## src/rtl/dft_pkg.sv

```systemverilog
`default_nettype none
// ============================================================================
// Package  : dft_pkg
// Brief    : Shared types, widths and quarter-wave twiddle lookup for the
//            sequential DFT engine.
// Revision : 1.0 - initial release
// ============================================================================
package dft_pkg;

    localparam int DFT_N = 16;
    localparam int DFT_W = 16;
    localparam int IDX_W = $clog2(DFT_N);
    localparam int ACC_W = DFT_W + DFT_N;
    localparam int TW_W  = 8;

    typedef enum logic [1:0] {
        LOAD    = 2'd0,
        COMPUTE = 2'd1,
        DRAIN   = 2'd2
    } state_e;

    // round(64*cos(2*pi*phase/64)) built from a 17-entry quarter wave
    function automatic logic signed [TW_W-1:0] cos64(input logic [5:0] phase);
        int                      p;
        logic [4:0]              q;
        logic                    neg;
        logic signed [TW_W-1:0]  mag;
        p = int'(phase);
        if (p <= 16) begin
            q   = 5'(p);
            neg = 1'b0;
        end else if (p <= 32) begin
            q   = 5'(32 - p);
            neg = 1'b1;
        end else if (p <= 48) begin
            q   = 5'(p - 32);
            neg = 1'b1;
        end else begin
            q   = 5'(64 - p);
            neg = 1'b0;
        end
        case (q)
            5'd0:    mag = 8'sd64;
            5'd1:    mag = 8'sd64;
            5'd2:    mag = 8'sd63;
            5'd3:    mag = 8'sd61;
            5'd4:    mag = 8'sd59;
            5'd5:    mag = 8'sd56;
            5'd6:    mag = 8'sd53;
            5'd7:    mag = 8'sd49;
            5'd8:    mag = 8'sd45;
            5'd9:    mag = 8'sd41;
            5'd10:   mag = 8'sd36;
            5'd11:   mag = 8'sd30;
            5'd12:   mag = 8'sd24;
            5'd13:   mag = 8'sd19;
            5'd14:   mag = 8'sd12;
            5'd15:   mag = 8'sd6;
            default: mag = 8'sd0;
        endcase
        return neg ? -mag : mag;
    endfunction

endpackage
`default_nettype wire

```

## src/rtl/dft_sequencer_if.sv

```systemverilog
`default_nettype none
// ============================================================================
// Interface : dft_sequencer_if
// Brief     : Sample-in / bin-out stream bundle of the DFT sequencer.
//             Optional DFT_INVERSE_EN adds the inverse-select input.
// Revision  : 1.0 - initial release
// ============================================================================
interface dft_sequencer_if
    import dft_pkg::*;
#(
    parameter int N = DFT_N,
    parameter int W = DFT_W
);
    localparam int c_IW = $clog2(N);

    logic                  in_valid;
    logic                  in_ready;
    logic signed [W:0]     in_re;
    logic signed [W:0]     in_im;
    logic                  out_valid;
    logic                  out_ready;
    logic signed [W+N-1:0] out_re;
    logic signed [W+N-1:0] out_im;
    logic [c_IW-1:0]       out_idx;
    logic                  out_last;
    logic                  busy;
`ifdef DFT_INVERSE_EN
    logic                  inverse;

    modport master (
        output in_valid, in_re, in_im, out_ready, inverse,
        input  in_ready, out_valid, out_re, out_im, out_idx, out_last, busy
    );
    modport slave (
        input  in_valid, in_re, in_im, out_ready, inverse,
        output in_ready, out_valid, out_re, out_im, out_idx, out_last, busy
    );
`else
    modport master (
        output in_valid, in_re, in_im, out_ready,
        input  in_ready, out_valid, out_re, out_im, out_idx, out_last, busy
    );
    modport slave (
        input  in_valid, in_re, in_im, out_ready,
        output in_ready, out_valid, out_re, out_im, out_idx, out_last, busy
    );
`endif
endinterface
`default_nettype wire

```

## src/rtl/dft_cmac.sv

```systemverilog
`default_nettype none
// ============================================================================
// Module   : dft_cmac
// Brief    : Complex multiply-accumulate; o_sum is acc + current product, and
//            i_clr restarts the accumulator after consuming that product.
// Revision : 1.0 - initial release
// ============================================================================
module dft_cmac
    import dft_pkg::*;
#(
    parameter int XW = DFT_W + 1,
    parameter int TW = TW_W,
    parameter int AW = ACC_W
) (
    input  logic                 clk,
    input  logic                 rst_n,
    input  logic                 i_en,
    input  logic                 i_clr,
    input  logic                 i_neg_s,
    input  logic signed [XW-1:0] i_xr,
    input  logic signed [XW-1:0] i_xi,
    input  logic signed [TW-1:0] i_c,
    input  logic signed [TW-1:0] i_s,
    output logic signed [AW-1:0] o_sum_re,
    output logic signed [AW-1:0] o_sum_im
);
    localparam int c_PW = XW + TW;

    logic signed [TW-1:0]   w_s;
    logic signed [c_PW-1:0] w_p_cr;
    logic signed [c_PW-1:0] w_p_si;
    logic signed [c_PW-1:0] w_p_ci;
    logic signed [c_PW-1:0] w_p_sr;
    logic signed [AW-1:0]   r_acc_re;
    logic signed [AW-1:0]   r_acc_im;

    assign w_s    = i_neg_s ? -i_s : i_s;
    assign w_p_cr = c_PW'(i_c) * c_PW'(i_xr);
    assign w_p_si = c_PW'(w_s) * c_PW'(i_xi);
    assign w_p_ci = c_PW'(i_c) * c_PW'(i_xi);
    assign w_p_sr = c_PW'(w_s) * c_PW'(i_xr);

    assign o_sum_re = r_acc_re + AW'(w_p_cr) - AW'(w_p_si);
    assign o_sum_im = r_acc_im + AW'(w_p_ci) + AW'(w_p_sr);

    always_ff @(posedge clk or negedge rst_n) begin
        if (!rst_n) begin
            r_acc_re <= '0;
            r_acc_im <= '0;
        end else if (i_en) begin
            r_acc_re <= i_clr ? '0 : o_sum_re;
            r_acc_im <= i_clr ? '0 : o_sum_im;
        end
    end

endmodule
`default_nettype wire

```

## src/rtl/memory_ed2.sv

```systemverilog
`default_nettype none
// ============================================================================
// Module   : memory_ed2
// Brief    : Asynchronous twiddle ROM: cos(2*pi*m/N) and -sin(2*pi*m/N) in Q1.6.
// Revision : 1.0 - initial release
// ============================================================================
module memory_ed2
    import dft_pkg::*;
#(
    parameter int N  = DFT_N,
    parameter int AW = IDX_W
) (
    input  logic [AW-1:0]          i_addr,
    output logic signed [TW_W-1:0] o_cos,
    output logic signed [TW_W-1:0] o_msin
);
    // The 64-point table serves every legal N by stepping 64/N entries per index
    localparam int c_SHIFT = 6 - $clog2(N);

    logic [5:0] w_phase;

    assign w_phase = 6'(i_addr) << c_SHIFT;
    assign o_cos   = cos64(w_phase);
    assign o_msin  = -cos64(w_phase + 6'd48);

endmodule
`default_nettype wire

```

## src/rtl/dft_sequencer.sv

```systemverilog
`default_nettype none
// ============================================================================
// Module   : dft_sequencer
// Brief    : N-point DFT with one time-shared CMAC (N*N cycles per frame).
//            Define DFT_INVERSE_EN to add the per-frame inverse-select input.
// Revision : 1.0 - initial release
// ============================================================================
module dft_sequencer
    import dft_pkg::*;
#(
    parameter int N = DFT_N,
    parameter int W = DFT_W
) (
    input  logic            clk,
    input  logic            rst_n,
    dft_sequencer_if.slave  bus
);
    localparam int c_IDX_W = $clog2(N);
    localparam int c_ACC_W = W + N;
    localparam int c_XW    = W + 1;

    localparam logic [1:0]         c_ST_LOAD    = LOAD;
    localparam logic [1:0]         c_ST_COMPUTE = COMPUTE;
    localparam logic [1:0]         c_ST_DRAIN   = DRAIN;
    localparam logic [c_IDX_W-1:0] c_LAST       = c_IDX_W'(N - 1);

    logic [1:0]                r_state;
    logic [c_IDX_W-1:0]        r_load_cnt;
    logic [c_IDX_W-1:0]        r_k;
    logic [c_IDX_W-1:0]        r_j;
    logic [c_IDX_W-1:0]        r_t;
    logic [c_IDX_W-1:0]        r_out_idx;
    logic                      r_out_valid;
    logic                      r_out_last;
    logic signed [c_ACC_W-1:0] r_out_re;
    logic signed [c_ACC_W-1:0] r_out_im;

    logic signed [c_XW-1:0]    r_x_re [N];
    logic signed [c_XW-1:0]    r_x_im [N];
    logic signed [c_ACC_W-1:0] r_y_re [N];
    logic signed [c_ACC_W-1:0] r_y_im [N];

    logic                      w_in_fire;
    logic                      w_mac_en;
    logic                      w_mac_last;
    logic                      w_neg_s;
    logic [c_IDX_W-1:0]        w_next_idx;
    logic signed [TW_W-1:0]    w_cos;
    logic signed [TW_W-1:0]    w_msin;
    logic signed [c_ACC_W-1:0] w_sum_re;
    logic signed [c_ACC_W-1:0] w_sum_im;

    assign w_in_fire  = bus.in_valid && (r_state == c_ST_LOAD);
    assign w_mac_en   = (r_state == c_ST_COMPUTE);
    assign w_mac_last = w_mac_en && (r_j == c_LAST);
    assign w_next_idx = r_out_idx + 1'b1;

    assign bus.in_ready  = (r_state == c_ST_LOAD);
    assign bus.busy      = (r_state == c_ST_COMPUTE) || (r_state == c_ST_DRAIN);
    assign bus.out_valid = r_out_valid;
    assign bus.out_re    = r_out_re;
    assign bus.out_im    = r_out_im;
    assign bus.out_idx   = r_out_idx;
    assign bus.out_last  = r_out_last;

`ifdef DFT_INVERSE_EN
    logic r_inverse;

    // Direction is latched once per frame, on its first accepted sample
    always_ff @(posedge clk or negedge rst_n) begin
        if (!rst_n)
            r_inverse <= 1'b0;
        else if (w_in_fire && (r_load_cnt == '0))
            r_inverse <= bus.inverse;
    end
    assign w_neg_s = r_inverse;
`else
    assign w_neg_s = 1'b0;
`endif

    memory_ed2 #(
        .N  (N),
        .AW (c_IDX_W)
    ) u_twiddle (
        .i_addr (r_t),
        .o_cos  (w_cos),
        .o_msin (w_msin)
    );

    dft_cmac #(
        .XW (c_XW),
        .TW (TW_W),
        .AW (c_ACC_W)
    ) u_cmac (
        .clk      (clk),
        .rst_n    (rst_n),
        .i_en     (w_mac_en),
        .i_clr    (w_mac_last),
        .i_neg_s  (w_neg_s),
        .i_xr     (r_x_re[r_j]),
        .i_xi     (r_x_im[r_j]),
        .i_c      (w_cos),
        .i_s      (w_msin),
        .o_sum_re (w_sum_re),
        .o_sum_im (w_sum_im)
    );

    // Sample and bin storage carry no reset; control state gates their use
    always_ff @(posedge clk) begin
        if (w_in_fire) begin
            r_x_re[r_load_cnt] <= bus.in_re;
            r_x_im[r_load_cnt] <= bus.in_im;
        end
        if (w_mac_last) begin
            r_y_re[r_k] <= w_sum_re;
            r_y_im[r_k] <= w_sum_im;
        end
    end

    always_ff @(posedge clk or negedge rst_n) begin
        if (!rst_n) begin
            r_state     <= c_ST_LOAD;
            r_load_cnt  <= '0;
            r_k         <= '0;
            r_j         <= '0;
            r_t         <= '0;
            r_out_idx   <= '0;
            r_out_valid <= 1'b0;
            r_out_last  <= 1'b0;
            r_out_re    <= '0;
            r_out_im    <= '0;
        end else begin
            case (r_state)
                c_ST_LOAD: begin
                    if (w_in_fire) begin
                        if (r_load_cnt == c_LAST) begin
                            r_load_cnt <= '0;
                            r_state    <= c_ST_COMPUTE;
                        end else begin
                            r_load_cnt <= r_load_cnt + 1'b1;
                        end
                    end
                end
                c_ST_COMPUTE: begin
                    // t tracks (k*j) mod N; natural wrap of the index width does the mod
                    if (r_j == c_LAST) begin
                        r_j <= '0;
                        r_t <= '0;
                        if (r_k == c_LAST) begin
                            r_k     <= '0;
                            r_state <= c_ST_DRAIN;
                        end else begin
                            r_k <= r_k + 1'b1;
                        end
                    end else begin
                        r_j <= r_j + 1'b1;
                        r_t <= r_t + r_k;
                    end
                end
                c_ST_DRAIN: begin
                    if (!r_out_valid) begin
                        r_out_valid <= 1'b1;
                        r_out_re    <= r_y_re[r_out_idx];
                        r_out_im    <= r_y_im[r_out_idx];
                        r_out_last  <= (r_out_idx == c_LAST);
                    end else if (bus.out_ready) begin
                        if (r_out_idx == c_LAST) begin
                            r_out_valid <= 1'b0;
                            r_out_last  <= 1'b0;
                            r_out_idx   <= '0;
                            r_state     <= c_ST_LOAD;
                        end else begin
                            r_out_idx  <= w_next_idx;
                            r_out_re   <= r_y_re[w_next_idx];
                            r_out_im   <= r_y_im[w_next_idx];
                            r_out_last <= (w_next_idx == c_LAST);
                        end
                    end
                end
                default: r_state <= c_ST_LOAD;
            endcase
        end
    end

endmodule
`default_nettype wire
```

## src/flat_wrapper.sv

```systemverilog
// flat-port wrapper written by rule: the top's interface ports become plain ports
module dft_sequencer_flat import dft_pkg::*;
#(
    parameter int N = DFT_N,
    parameter int W = DFT_W
)
  (clk, rst_n, bus_in_valid, bus_in_re, bus_in_im, bus_out_ready, bus_in_ready, bus_out_valid, bus_out_re, bus_out_im, bus_out_idx, bus_out_last, bus_busy);
  dft_sequencer_if #(.N(N), .W(W)) bus_i ();
  input  logic clk;
  input  logic rst_n;
  input wire logic [$bits(bus_i.in_valid)-1:0] bus_in_valid;
  input wire logic [$bits(bus_i.in_re)-1:0] bus_in_re;
  input wire logic [$bits(bus_i.in_im)-1:0] bus_in_im;
  input wire logic [$bits(bus_i.out_ready)-1:0] bus_out_ready;
  output wire logic [$bits(bus_i.in_ready)-1:0] bus_in_ready;
  output wire logic [$bits(bus_i.out_valid)-1:0] bus_out_valid;
  output wire logic [$bits(bus_i.out_re)-1:0] bus_out_re;
  output wire logic [$bits(bus_i.out_im)-1:0] bus_out_im;
  output wire logic [$bits(bus_i.out_idx)-1:0] bus_out_idx;
  output wire logic [$bits(bus_i.out_last)-1:0] bus_out_last;
  output wire logic [$bits(bus_i.busy)-1:0] bus_busy;
  assign bus_i.in_valid = bus_in_valid;
  assign bus_i.in_re = bus_in_re;
  assign bus_i.in_im = bus_in_im;
  assign bus_i.out_ready = bus_out_ready;
  assign bus_in_ready = bus_i.in_ready;
  assign bus_out_valid = bus_i.out_valid;
  assign bus_out_re = bus_i.out_re;
  assign bus_out_im = bus_i.out_im;
  assign bus_out_idx = bus_i.out_idx;
  assign bus_out_last = bus_i.out_last;
  assign bus_busy = bus_i.busy;
  dft_sequencer #(.N(N), .W(W)) u_core (.clk(clk), .rst_n(rst_n), .bus(bus_i));
endmodule
```

## config.mk

```make
export PLATFORM = sky130hd
export DESIGN_NAME = dft_sequencer_flat
export DESIGN_NICKNAME = d
export VERILOG_FILES = /design/src/rtl/dft_pkg.sv /design/src/rtl/dft_sequencer_if.sv /design/src/rtl/dft_cmac.sv /design/src/rtl/memory_ed2.sv /design/src/rtl/dft_sequencer.sv /design/src/flat_wrapper.sv
export SDC_FILE = /design/constraint.sdc
export NUM_CORES = 2
export LEC_CHECK = 0
export ABC_AREA = 1
export ABC_CLOCK_PERIOD_IN_PS = 11950
export CORE_MARGIN = 3
export CORE_UTILIZATION = 46
export DETAILED_ROUTE_END_ITERATION = 8
export PLACE_DENSITY = 0.67
export SETUP_SLACK_MARGIN = 0.2
export SLEW_MARGIN = 15
export SYNTH_ARGS = -nofsm -noshare
export SYNTH_HDL_FRONTEND = slang
export SYNTH_SLANG_ARGS = --single-unit
```

## constraint.sdc

```tcl
create_clock -name clk -period 11.95 [get_ports clk]
set_clock_uncertainty 0.05 [all_clocks]
set_input_delay 1.195 -clock clk [delete_from_list [all_inputs] [get_ports clk]]
set_output_delay 1.195 -clock clk [all_outputs]
set_load 0.02 [all_outputs]
```

-- Yosys cells after proc, flatten, opt, wreduce, memory -nomap -nowiden
Memories as Yosys holds them, arrays and structs flattened.
Index checks and enable logic that the tools add are counted.
- $add $sub $neg: 19
- multiply operators: 4
- magnitude comparators: 6
- equality and inequality tests: 16
- muxes and demuxes: 47
- reductions and logical operators: 10
- operators by type and width (kind ; number):
    two-way mux 32 bit ; 8
    multiplier 8 x 17 -> 25 bit ; 4
    adder 32 x 25 -> 32 bit ; 3
    two-way mux 8 bit ; 4
    subtractor 32 x 25 -> 32 bit ; 1
    two-way mux 5 bit ; 6
    <= comparator 6 bit, second input constant ; 4
    negation 8 bit ; 3
    == test 4 bit, second input constant ; 5
    two-way mux 4 bit ; 5
    subtractor 1 x 5 -> 5 bit, first input constant ; 4
    adder 4 x 1 -> 4 bit, second input constant ; 4
    two-way mux 1 bit ; 16
    two-way mux 2 bit ; 7
    <= comparator 6 x 5 -> 1 bit, second input constant ; 2
    != test 2 bit, second input constant ; 6
    subtractor 5 x 1 -> 5 bit, second input constant ; 2
    AND reduction 7 bit ; 1
    adder 6 bit, second input constant ; 1
    != test 2 x 1 -> 1 bit, second input constant ; 3
    one-hot mux 2 bit (3 select lines) ; 1
    AND reduction 2 bit ; 3
    AND reduction 3 bit ; 2
    adder 4 bit ; 1
    5 further kinds ; 6
- register bits: 152
- bits in writable memories: 1568
- memory bits (read-only): 224
- input bits: 38
- output and inout bits: 72
- word-level logic and storage cells: 120
- memories kept: 6
- memories (memory ; depth ; bits a word ; read ports ; clocked after Yosys merged registers in ; write ports ; RTL line ; source):
    u_core.r_y_im ; 16 ; 32 ; 2 ; 0 ; 1 ; dft_sequencer.sv:41 ; logic signed [c_ACC_W-1:0] r_y_im [N];
    u_core.r_y_re ; 16 ; 32 ; 2 ; 0 ; 1 ; dft_sequencer.sv:40 ; logic signed [c_ACC_W-1:0] r_y_re [N];
    u_core.r_x_im ; 16 ; 17 ; 1 ; 0 ; 1 ; dft_sequencer.sv:39 ; logic signed [c_XW-1:0] r_x_im [N];
    u_core.r_x_re ; 16 ; 17 ; 1 ; 0 ; 1 ; dft_sequencer.sv:38 ; logic signed [c_XW-1:0] r_x_re [N];
    (name not given) ; 16 ; 7 ; 1 ; 0 ; 0 ; dft_pkg.sv:42 ; case (q)
    (name not given) ; 16 ; 7 ; 1 ; 0 ; 0 ; dft_pkg.sv:42 ;

-- Logic depth before layout (Yosys ltp)
An unclocked memory read counts as a cell.
- word-level depth: 13
- gate-level depth with buffers: 48
- mapped depth without buffers: 46

-- Hierarchy
From an unflattened synthesis, not the netlist that was laid out.
- cell total of the unflattened synthesis: 11914
- area, all modules: 106552.2 um^2
- modules (own cells, without submodules) (module ; instances ; cells each ; area each (um^2) ; seq. area each (um^2)):
    dft_sequencer ; 1 ; 8046 ; 77002.6 ; 49287.3
    dft_cmac ; 1 ; 3744 ; 28811.4 ; 1601.5
    memory_ed2 ; 1 ; 124 ; 738.2 ; 0.0

-- Worst setup path before layout
OpenSTA, ideal clock, no wires.
- path kind: reg2reg
- from: reg u_core.r_t[2]
- to: mem u_core.r_y_re[0][31] (netlist name), data pin
- library setup time: 0.297 ns
- arrival time: 8.250 ns
- data required time: 11.603 ns
- slack: 3.353 ns
- cell stages (with the launch flop): 39
- buffers on the path: 2
- period minus slack after synthesis: 8.597 ns
- path through: dfrtp_1 inv_1 ha_1 inv_1 o21ai_2 a31o_2 nand2_1 o21ai_0 ha_1 nor2_4 inv_2 clkbuf_1 ha_1 xor2_1 nand2_1 nand2_1 xor2_1 buf_2 (+3 left out) inv_1 fa_1 fa_1 inv_1 fa_1 inv_1 fa_1 fa_1 inv_1 ha_1 nand2_1 nor3_1 nand2_1 nor3_1 nand2_1 nand2_1 nand2_1 and2_1
- word-level cells in the longest chain between the ends: 12
- elaborated cells between the ends (all ways): 38
- those cells by class: 12 x add/sub; 2 x mul; 6 x order compare; 16 x mux; 2 x memory
- RTL lines (what ; RTL line ; source):
    start, declared ; dft_sequencer.sv:31 ; logic [c_IDX_W-1:0] r_t;
    start signal, assigned ; dft_sequencer.sv:157 ; r_t <= r_t + r_k;
    adder 6 bit ; memory_ed2.sv:24 ; assign o_msin = -cos64(w_phase + 6'd48);
    <= comparator 6 bit ; dft_pkg.sv:35 ; end else if (p <= 48) begin
    two-way mux 5 bit ; dft_pkg.sv:35 ;
    two-way mux 5 bit ; dft_pkg.sv:32 ; end else if (p <= 32) begin
    two-way mux 5 bit ; dft_pkg.sv:29 ; if (p <= 16) begin
    memory read (16 x 7 bit) ; n/a ;
    two-way mux 8 bit ; dft_pkg.sv:42 ;
    negation 8 bit ; dft_pkg.sv:61 ; return neg ? -mag : mag;
    two-way mux 8 bit ; dft_pkg.sv:61 ;
    negation 8 bit ; memory_ed2.sv:24 ;
    multiplier 8 x 17 -> 25 bit ; dft_cmac.sv:39 ; assign w_p_si = c_PW'(w_s) * c_PW'(i_xi);
    subtractor 32 x 25 -> 32 bit (*) ; dft_cmac.sv:43 ; assign o_sum_re = r_acc_re + AW'(w_p_cr) - AW'(w_p_si);
    named net u_core.u_cmac.o_sum_re[31] ; dft_cmac.sv:24 ; output logic signed [AW-1:0] o_sum_re,
    end, declared ; dft_sequencer.sv:40 ;
The timed path passes the listed nets; every way through them passes the cells marked *.

-- Worst setup path after layout
- from: reg u_core.r_t[0]
- to: mem u_core.r_y_re[0][29] (netlist name), data pin
- word-level cells in the longest chain between the ends: 12
- elaborated cells between the ends (all ways): 38
- those cells by class: 12 x add/sub; 2 x mul; 6 x order compare; 16 x mux; 2 x memory
- RTL lines (what ; RTL line):
    adder 6 bit ; memory_ed2.sv:24
    subtractor 1 x 5 -> 5 bit, or another cell as far along ; dft_pkg.sv:33, dft_pkg.sv:39
    two-way mux 5 bit ; dft_pkg.sv:35
    two-way mux 5 bit ; dft_pkg.sv:32
    two-way mux 5 bit ; dft_pkg.sv:29
    memory read (16 x 7 bit) ; n/a
    two-way mux 8 bit ; dft_pkg.sv:42
    negation 8 bit ; dft_pkg.sv:61
    two-way mux 8 bit ; dft_pkg.sv:61
    negation 8 bit ; memory_ed2.sv:24
    multiplier 8 x 17 -> 25 bit ; dft_cmac.sv:39
    subtractor 32 x 25 -> 32 bit (*) ; dft_cmac.sv:43
    named net u_core.u_cmac.o_sum_re[29] ; dft_cmac.sv:24
Marks and branches as above.

==> impl_metrics.csv <==
group,metric,value,unit
logic_synthesis,synth_edf_count,1568,
timing,max_freq,93.4,MHz
min_path,worstHoldPathType,"input pin to asynchronous set/reset pin",
clock_tree,cts_tree,"built",
placed_design,gp_congestion,0.986,
logic_synthesis,synth-main-ff-cell,"edfxtp_1",
critical_path,r2r_end,"u_core.r_y_re[0][29]$_DFFE_PP_",
critical_path,crit_top_cell,"nand2_1",
clock_tree,cts-root-buf,"clkbuf_16",
logic_synthesis,synth-compound-area-share,0.132,
logic_synthesis,synth-seq-cells,1720,
cells_and_area,finalInstanceArea,112000,um^2
outcome,status,"complete, but fails checks",
clock_tree,clk_latency,0.87,ns
critical_path,critPathKind,"register to register",
run,drv_cap,0,
critical_path,endpoint_kind,"register",
outcome,violations,"design-rule violations",
global_route,grt_usage,0.281,
routing,via_count,78600,
clock_tree,clk_pin_slew,0.06,ns
routing,post_drt_wl_per_cell,24.9,um
routing,drc_errors,1,
placed_design,postPlaceCellArea,106000,um^2
critical_path,crit_start,"u_core.r_t[0]$_DFFE_PN0P_",
logic_synthesis,postSynthCellCount,10200,
logic_synthesis,avgSynthCellArea,10.0,um^2
logic_synthesis,synthXorXnorAreaFrac,0.00460,
routing,wl,327,mm
critical_path,crit_required,12.42,ns
logic_synthesis,synth_area,102000,um^2
clock_tree,cts_resized,0,
logic_synthesis,yosys_warnings,0,
die,io-pin-count,110,
cells_and_area,final_common_cell,"edfxtp_1",
logic_synthesis,muxShareOfSynthArea,0,
global_route,grt_max_degree,301,
clock_tree,postCtsSetupBuffers,0,
logic_synthesis,synth_top_family_by_area,"adder cells",
timing,drv_slew,0,
global_route,first_global_vias,78000,
timing,setup_viol,0,
critical_path,timing.reg2reg.worst_path_depth,33,
critical_path,crit_arrival,11.18,ns
critical_path,cp_max_fo,26,
timing,slew_headroom,0.157,
die,die_width,478,um
clock_tree,h-tree-depth,4,
critical_path,reg2reg_setup_slack,1.25,ns
critical_path,slowest_stage,"clkinv_1",
critical_path,crit_buf_inv,8,
timing,rsz0062_at_grt,"false",
cells_and_area,area_delta_synth_final,9.51,%
routing,detail_route.vias_per_cell,5.99,
placed_design,hpwl,196,mm
critical_path,start_kind,"register",
die,dieArea,228000,um^2
clock_tree,cts_buffers,180,
placed_design,port_buffers,109,
logic_synthesis,ys_seq_area_frac,0.497,
clock_tree,cts_hold_buffers,0,
critical_path,critPathTopFamily,"adder cells",
cells_and_area,fin_nets,10900,
die,die_h,478,um
clock_tree,cts.sinks,1720,
timing,worst_slew_pin_slew,1.26,ns
critical_path,cp-endpoint,"u_core.r_y_re[0][29]$_DFFE_PP_",
die,row_count,172,
critical_path,reg2reg_from,"u_core.r_t[0]$_DFFE_PN0P_",
timing,hold_viol,0,
logic_synthesis,synthArstFlopShare,0.0884,
global_route,antenna_found_initial,11,
clock_tree,clk_path_buf_depth,3,
logic_synthesis,syn_nets,11100,
cells_and_area,final_layout_size_suffix_gt1_frac,0.0533,
routing,route.antenna.remaining_nets,0,
critical_path,cpPeakStageDelay,0.95,ns
routing,drtIter0Drc,10200,
logic_synthesis,synthAdderAreaFrac,0.158,
global_route,grt_overflow_total,0,
timing,fin_crit,10.70,ns
routing,drt-pass1-iter-count,8,
die,start_util,0.464,
cells_and_area,mostFrequentLayoutCells,"edfxtp_1, nand2_1, inv_1, o21ai_0, nor2_1",
cells_and_area,fill_cells,19300,
logic_synthesis,yosys.area_share.simple,0.132,
die,coreArea,220000,um^2
critical_path,cp.depth,33,
global_route,grt_pass1_wl,486,mm
timing,period_share,0.896,
timing,final.setup.tns,0,ns
logic_synthesis,netlist-cell-type-count,53,
sequential cells by signal, indices dropped and copies added, names as in the netlist, 4 cells and up:
name and count:
u_core.bus.out_idx 4, u_core.bus.out_im 32, u_core.bus.out_re 32, u_core.r_j 4, u_core.r_k 4, u_core.r_load_cnt 4, u_core.r_t 4, u_core.r_x_im 272
u_core.r_x_re 272, u_core.r_y_im 512, u_core.r_y_re 512, u_core.u_cmac.r_acc_im 32, u_core.u_cmac.r_acc_re 32
layout make-up:
class | instances | area (um^2) | area share
tap | 2958 | 3700 | 0.0330
clock inverter | 97 | 1160 | 0.0104
inverter | 1303 | 4940 | 0.0441
multi-input combinational | 6528 | 44000 | 0.393
clock buffer | 234 | 4860 | 0.0434
timing repair buffer | 274 | 2470 | 0.0220
antenna | 6 | 15.0 | 0.000134
sequential | 1720 | 50900 | 0.454
cell usage after synthesis, types with 40 or more instances:
cell / instances / share of area
dfrtp_1: 152 / 0.037
a221o_1: 41 / 0.0040
o221ai_1: 108 / 0.0092
a21oi_1: 586 / 0.029
nand3_1: 752 / 0.037
buf_1: 50 / 0.0018
nand2_1: 1368 / 0.050
edfxtp_1: 1568 / 0.46
ha_1: 251 / 0.031
xor2_1: 40 / 0.0034
nor3_1: 52 / 0.0025
fa_1: 652 / 0.13
o21ai_0: 1051 / 0.051
clkbuf_1: 330 / 0.012
nor2_1: 999 / 0.037
o211ai_1: 371 / 0.027
inv_1: 1275 / 0.047
buf_2: 252 / 0.012
o22ai_1: 59 / 0.0036
metrics by stage:
step | hold slack, ns | util | std cells | worst slack, ns
2_1_floorplan | 0.399 | - | 10200 | 3.35
3_3_place_gp | 0.413 | 0.481 | 12800 | 1.64
3_5_place_dp | 0.417 | 0.481 | 12800 | 1.56
4_1_cts | 0.207 | 0.508 | 13100 | 1.57
5_1_grt | 0.265 | 0.509 | 13100 | 0.686
6_report | 0.235 | 0.509 | 13100 | 1.25
kinds of logic after synthesis:
family          count (synthesis)
fa+ha+maj                     903
buf+inv                      1951
flops                        1720
simple gates                 3260
compound gates               2313
xor+xnor                       52
worst min path at each step:
stage | to | slack (ns) | cells past startpoint
6_report | u_core.bus.out_re[3]$_DFFE_PN0P_ | 0.24 | 1
5_1_grt | u_core.bus.out_re[3]$_DFFE_PN0P_ | 0.26 | 1
4_1_cts | u_core.bus.out_re[3]$_DFFE_PN0P_ | 0.21 | 1
3_5_place_dp | u_core.bus.out_im[21]$_DFFE_PN0P_ | 0.42 | 2
3_3_place_gp | u_core.bus.out_im[21]$_DFFE_PN0P_ | 0.41 | 2
2_1_floorplan | u_core.u_cmac.r_acc_re[28]$_DFFE_PN0P_ | 0.40 | 2
layer usage:
layer / GRT usage / wire [um] / up-vias
li1: - / - / 34400
met1: 0.372 / 126000 / 38800
met2: 0.448 / 151000 / 4613
met3: 0.0630 / 35600 / 809
met4: 0.116 / 13900 / 4
met5: 0 / 26 / -
worst register-to-register path: cells and delay by family (launching register included):
kind | cells | cell delay [ns]
simple gates | 16 | 3.25
flops | 1 | 0.45
fa+ha+maj | 9 | 4.42
buf+inv | 8 | 2.25
Power is not shown: default switching activity piles up to over one toggle a cycle in this logic, so the estimate is an artifact.
